--- src/rtl/ternary_decompress_if.sv ---
// Stream interface for ternary_decompress: compressed-byte input side and
// trit output side. err_o exists only when TERNARY_DECOMPRESS_ERR_EN is defined.
interface ternary_decompress_if #(
  parameter int CODE_WIDTH = 8
);
  logic [CODE_WIDTH-1:0] data_i;
  logic                  valid_i;
  logic                  ready_o;
  logic [1:0]            trit_o;
  logic                  valid_o;
  logic                  ready_i;
  logic                  last_o;
`ifdef TERNARY_DECOMPRESS_ERR_EN
  logic                  err_o;
`endif

  // Decompressor side
  modport slave (
    input  data_i,
    input  valid_i,
    output ready_o,
    output trit_o,
    output valid_o,
    input  ready_i,
`ifdef TERNARY_DECOMPRESS_ERR_EN
    output err_o,
`endif
    output last_o
  );

  // Producer / consumer side
  modport master (
    output data_i,
    output valid_i,
    input  ready_o,
    input  trit_o,
    input  valid_o,
    output ready_i,
`ifdef TERNARY_DECOMPRESS_ERR_EN
    input  err_o,
`endif
    input  last_o
  );
endinterface

--- src/rtl/ternary_decompress.sv ---
// ternary_decompress: unpacks one 8-bit base-3 byte into 5 trits, one per
// cycle, t_0 first. Trit encoding: 2'b11=-1, 2'b00=0, 2'b01=+1.
// Optional macro TERNARY_DECOMPRESS_ERR_EN adds err_o and forces trits of
// illegal bytes (>242) to zero; without it illegal bytes decode arithmetically.
module ternary_decompress #(
  parameter int N_TRITS    = 5,
  parameter int CODE_WIDTH = 8
) (
  input  logic clk_i,
  input  logic rst_ni,
  input  logic clear_i,
  ternary_decompress_if.slave bus
);

  if (N_TRITS != 5) begin : g_bad_n_trits
    $error("ternary_decompress: only N_TRITS=5 is supported");
  end
  if (CODE_WIDTH != 8) begin : g_bad_code_width
    $error("ternary_decompress: only CODE_WIDTH=8 is supported");
  end

  localparam logic [0:0] IDLE = 1'b0;
  localparam logic [0:0] EMIT = 1'b1;
  localparam logic [2:0] LAST_IDX = 3'd4;

  // Exact floor(x/3) for 8-bit x: (x*171)>>9, built from shifts and adds.
  function automatic logic [7:0] div3(input logic [7:0] x);
    logic [16:0] acc;
    acc = {9'd0, x} + ({9'd0, x} << 1) + ({9'd0, x} << 3)
        + ({9'd0, x} << 5) + ({9'd0, x} << 7);
    return acc[16:9];
  endfunction

  // Remainder from the quotient: x - 3*q, always 0..2.
  function automatic logic [1:0] mod3(input logic [7:0] x, input logic [7:0] q);
    logic [9:0] r;
    r = {2'b00, x} - ({2'b00, q} << 1) - {2'b00, q};
    return r[1:0];
  endfunction

  // Base-3 digit d maps to trit d-1 in two's complement.
  function automatic logic signed [1:0] encode_trit(input logic [1:0] digit);
    logic signed [1:0] t;
    case (digit)
      2'd0:    t = 2'sb11;
      2'd1:    t = 2'sb00;
      default: t = 2'sb01;
    endcase
    return t;
  endfunction

  logic [0:0]        state;
  logic [7:0]        rem;
  logic [2:0]        cnt;
  logic [7:0]        rem_div;
  logic [1:0]        rem_digit;
  logic signed [1:0] trit;
  logic              emit;
  logic              out_fire;
  logic              last_acc;
  logic              accept;
  logic              load;
`ifdef TERNARY_DECOMPRESS_ERR_EN
  logic              err;
`endif

  assign rem_div   = div3(rem);
  assign rem_digit = mod3(rem, rem_div);
  assign trit      = encode_trit(rem_digit);

  assign emit      = (state == EMIT);
  assign out_fire  = emit && bus.ready_i;
  assign last_acc  = out_fire && (cnt == LAST_IDX);
  assign accept    = !emit || last_acc;
  assign load      = bus.valid_i && accept;

  assign bus.ready_o = accept;
  assign bus.valid_o = emit;
  assign bus.last_o  = emit && (cnt == LAST_IDX);
`ifdef TERNARY_DECOMPRESS_ERR_EN
  assign bus.err_o   = emit && err;
  assign bus.trit_o  = (emit && !err) ? trit : 2'b00;
`else
  assign bus.trit_o  = emit ? trit : 2'b00;
`endif

  // Group sequencing: load a byte, shift out one base-3 digit per accepted trit.
  always_ff @(posedge clk_i or negedge rst_ni) begin
    if (!rst_ni) begin
      state <= IDLE;
      rem   <= 8'd0;
      cnt   <= 3'd0;
    end else if (clear_i) begin
      state <= IDLE;
      rem   <= 8'd0;
      cnt   <= 3'd0;
    end else if (load) begin
      state <= EMIT;
      rem   <= bus.data_i;
      cnt   <= 3'd0;
    end else if (last_acc) begin
      state <= IDLE;
      rem   <= 8'd0;
      cnt   <= 3'd0;
    end else if (out_fire) begin
      rem   <= rem_div;
      cnt   <= cnt + 3'd1;
    end
  end

`ifdef TERNARY_DECOMPRESS_ERR_EN
  // Illegal-code flag, captured at byte load and held for the whole group.
  always_ff @(posedge clk_i or negedge rst_ni) begin
    if (!rst_ni) begin
      err <= 1'b0;
    end else if (clear_i) begin
      err <= 1'b0;
    end else if (load) begin
      err <= (bus.data_i > 8'd242);
    end
  end
`endif

endmodule
--- src/flat_wrapper.sv ---
// flat-port wrapper written by rule: the top's interface ports become plain ports
module ternary_decompress_flat 
#(
  parameter int N_TRITS    = 5,
  parameter int CODE_WIDTH = 8
)
  (clk_i, rst_ni, clear_i, bus_data_i, bus_valid_i, bus_ready_o, bus_trit_o, bus_valid_o, bus_ready_i, bus_last_o);
  ternary_decompress_if #(.CODE_WIDTH(CODE_WIDTH)) bus_i ();
  input  logic clk_i;
  input  logic rst_ni;
  input  logic clear_i;
  input wire logic [$bits(bus_i.data_i)-1:0] bus_data_i;
  input wire logic [$bits(bus_i.valid_i)-1:0] bus_valid_i;
  output wire logic [$bits(bus_i.ready_o)-1:0] bus_ready_o;
  output wire logic [$bits(bus_i.trit_o)-1:0] bus_trit_o;
  output wire logic [$bits(bus_i.valid_o)-1:0] bus_valid_o;
  input wire logic [$bits(bus_i.ready_i)-1:0] bus_ready_i;
  output wire logic [$bits(bus_i.last_o)-1:0] bus_last_o;
  assign bus_i.data_i = bus_data_i;
  assign bus_i.valid_i = bus_valid_i;
  assign bus_ready_o = bus_i.ready_o;
  assign bus_trit_o = bus_i.trit_o;
  assign bus_valid_o = bus_i.valid_o;
  assign bus_i.ready_i = bus_ready_i;
  assign bus_last_o = bus_i.last_o;
  ternary_decompress #(.N_TRITS(N_TRITS), .CODE_WIDTH(CODE_WIDTH)) u_core (.clk_i(clk_i), .rst_ni(rst_ni), .clear_i(clear_i), .bus(bus_i));
endmodule
--- config.mk ---
export PLATFORM = sky130hd
export DESIGN_NAME = ternary_decompress_flat
export DESIGN_NICKNAME = d
export VERILOG_FILES = /design/src/rtl/ternary_decompress_if.sv /design/src/rtl/ternary_decompress.sv /design/src/flat_wrapper.sv
export SDC_FILE = /design/constraint.sdc
export NUM_CORES = 1
export LEC_CHECK = 0
export BUFFER_PORTS_ARGS = -buffer_cell sky130_fd_sc_hd__buf_2
export CELL_PAD_IN_SITES_DETAIL_PLACEMENT = 2
export CELL_PAD_IN_SITES_GLOBAL_PLACEMENT = 2
export CORE_MARGIN = 1.5
export CORE_UTILIZATION = 40
export CTS_CLUSTER_SIZE = 25
export DETAILED_ROUTE_END_ITERATION = 10
export PLACE_DENSITY_LB_ADDON = 0.1
export SLEW_MARGIN = 15
export SYNTH_ARGS = -nofsm -noshare
export SYNTH_HDL_FRONTEND = slang
export SYNTH_SLANG_ARGS = --single-unit
export TNS_END_PERCENT = 5
--- constraint.sdc ---
create_clock -name clk_i -period 9.55 [get_ports clk_i]
set_clock_uncertainty 0.2 [all_clocks]
set_input_delay 0.4775 -clock clk_i [delete_from_list [all_inputs] [get_ports clk_i]]
set_output_delay 0.4775 -clock clk_i [all_outputs]
set_load 0.05 [all_outputs]
==> summary.md <==
| Metric | Value |
|---|---|
| Status | `finished clean` |
| Max Freq | `127 MHz` |
| Register area | `300 um2` |
| Clk slew on worst S/H paths | `60 ps` |
| Diode count | `0` |
| Setup Crit Path Kind | `reg -> out` |
| Total iterations of the first detailed-routing run | `4` |
| M1 GR Usage | `0.307` |
| Area grow syn2layout | `10.6%` |
| DR DRC count | `0` |
| Via Count | `1650` |
| Most frequent cells in the layout | `inv_1 (24), ha_1 (21), buf_2 (17), nand2_1 (14)` |
| Worst Tran Pin Value | `1050 ps` |
| Routing usage on met2 | `0.448` |
| Drt via density | `6.07` |
| CORE AREA | `4350 um2` |
| First-pass GRT wire length | `9720 um` |
| Sink Count | `12` |
| Pin count of the biggest net entering global routing | `14` |
| Share of layout cells above drive strength 1 | `0.173` |
| Cts repair resizes | `0` |
| Rows | `24` |
| Final net count | `265` |
| Synth Area per Inst | `8.94 um2` |
| Post-Syn Instances | `202` |
| Setup TNS | `0 ps` |
| Filler-free cell count of the finished design | `272` |
| Io pins | `18` |
| Worst skew pair latency | `250 ps` |
| Ys flop type | `dfrtp_1` |
| Starting Density | `0.415` |
| TritonCTS buffer count | `3` |
| Die H | `70.2 um` |
| Clk root buf | `clkbuf_8` |
| MaxCap Viol Count | `0` |
| Largest stage delay on the critical path | `560 ps` |
| Worst setup EP type | `primary output` |
| Area of the mapped netlist | `1810 um2` |
| Slew headroom | `0.303` |
| Final WL | `5580 um` |
| EDFF count, synth | `0` |
| CTS tree | `built` |
| Worst path required time | `8870 ps` |
| Seq cells post-synth | `12` |
| Die area | `4930 um2` |
| Most used routing layer | `met2` |
| Setup violators final | `0` |
| GR Util met3 | `0.0188` |
| Startpoint types | `flip-flop` |
| RSZ-0062 raised after global routing | `no` |
| CTS H-tree lvls | `1` |
| Total placed cells including tap cells | `267` |
| Worst-case clock buffer depth | `2` |
| Initial antenna violation count | `0` |
| Antenna viol nets, final | `0` |
| Sequential share of the synthesized area | `0.166` |
| Layout fillers | `488` |
| Critical path fanouts, max | `9` |
| Chip Width | `70.2 um` |
| Placer Congestion | `0.803` |
| Fraction of registers with async set/reset | `1.00` |
| Slew Viols, Final | `0` |
| Critical-path top delay cell | `fa_1` |
| Final cycle utilization of the critical path | `0.827` |
| Distinct cells, synth | `54` |
| Global route overflow | `0` |
| Net Count, Synth | `246` |
| Worst hold path type | `in -> reg` |
| Most common cell after layout, fill and taps aside | `inv_1` |
| WP data arrival | `7220 ps` |
| Yosys warning count | `0` |
| Hpwl dp | `4490 um` |
| Tot GR Track Use | `0.246` |
| Final min period | `7900 ps` |
| Area occupied by multi-input gates | `1390 um2` |
| Number of I/O port buffers | `17` |
| Number of global-route vias before repair | `1954` |
| WL/cell | `20.5 um` |
| Final Hold Viols | `0` |
| Initial DRC Count | `68` |
| Post-CTS setup buffer count | `0` |
[registers in the layout, indices dropped and copies added, names as in the netlist]
| register | flops |
|---|---|
| u_core.bus.valid_o | 1 |
| u_core.cnt | 3 |
| u_core.rem | 8 |
[Yosys cell counts, types with 4 or more instances]
master    instances  area, um2
a32oi_1           4       35.0
dfrtp_1          12        300
nand3_1          10       50.1
a221oi_1          5       43.8
a21o_1            5       37.5
nor2_1            8       30.0
ha_1             21        263
fa_1             10        200
a21oi_1          12       60.1
nand2_1          14       52.6
xnor2_1           5       43.8
inv_1            24       90.1
o21ai_0           9       45.0
[area by class of cell]
class	instances	share of cell area
inverter	24	0.0451
clock buffer	4	0.0276
multi-input combinational	162	0.697
sequential	12	0.150
tap	52	0.0326
timing repair buffer	18	0.0476
[per-layer routing]
layer  up-vias  routed length [um]
met4         0                  95
met1       837                2400
li1        783                   -
met3        10                  60
met5         -                   0
met2        20                3020
[worst max-delay path: cells and delay by family, from the launching register on]
kind / cells / cell delay [ps]
AND/OR/NAND/NOR: 5 / 940
adder cells (fa/ha/maj): 6 / 2440
XOR/XNOR: 1 / 100
buffers and inverters: 5 / 600
flip-flops: 1 / 490
AO/OA/AOI/OAI: 10 / 2410
[stage by stage]
step	worst slack (ps)	instance area [um2]	utilization	hold WS (ps)
final	1650	2000	0.459	243
after global routing	1090	2000	0.459	245
after CTS	1630	2000	0.459	243
after detailed placement	1910	1930	0.444	181
after global placement	2220	1930	0.444	173
after floorplan	2510	1810	-	-18.1
[final timing paths]
path	startpoint	endpoint	slack (ps)	cells past startpoint
worst max-delay path	u_core.rem[0]	bus_trit_o[0]	1650	27
min in group asynchronous	rst_ni	u_core.rem[6]	460	2
max in group asynchronous	rst_ni	u_core.cnt[2]	8450	2
worst min-delay path	clear_i	u_core.bus.valid_o	240	2
worst min register to register	u_core.cnt[0]	u_core.cnt[0]	340	1
worst max register to register	u_core.rem[0]	u_core.rem[4]	4100	18
[repair_timing]
item | in CTS | in global routing
hold buffers | 1 | 0
hold endpoints to repair | 12 | 0
endpoints found under the setup margin | 0 | 0
[cell families after synthesis]
kind of cell    Yosys count  synth area share
flops                    12             0.166
mux                       1           0.00623
compound gates           65             0.295
xor+xnor                  7            0.0339
buf+inv                  28            0.0630
fa+ha+maj                31             0.256
simple gates             58             0.179
Power is not shown: default switching activity piles up to over one toggle a cycle in this logic, so the estimate is an artifact.
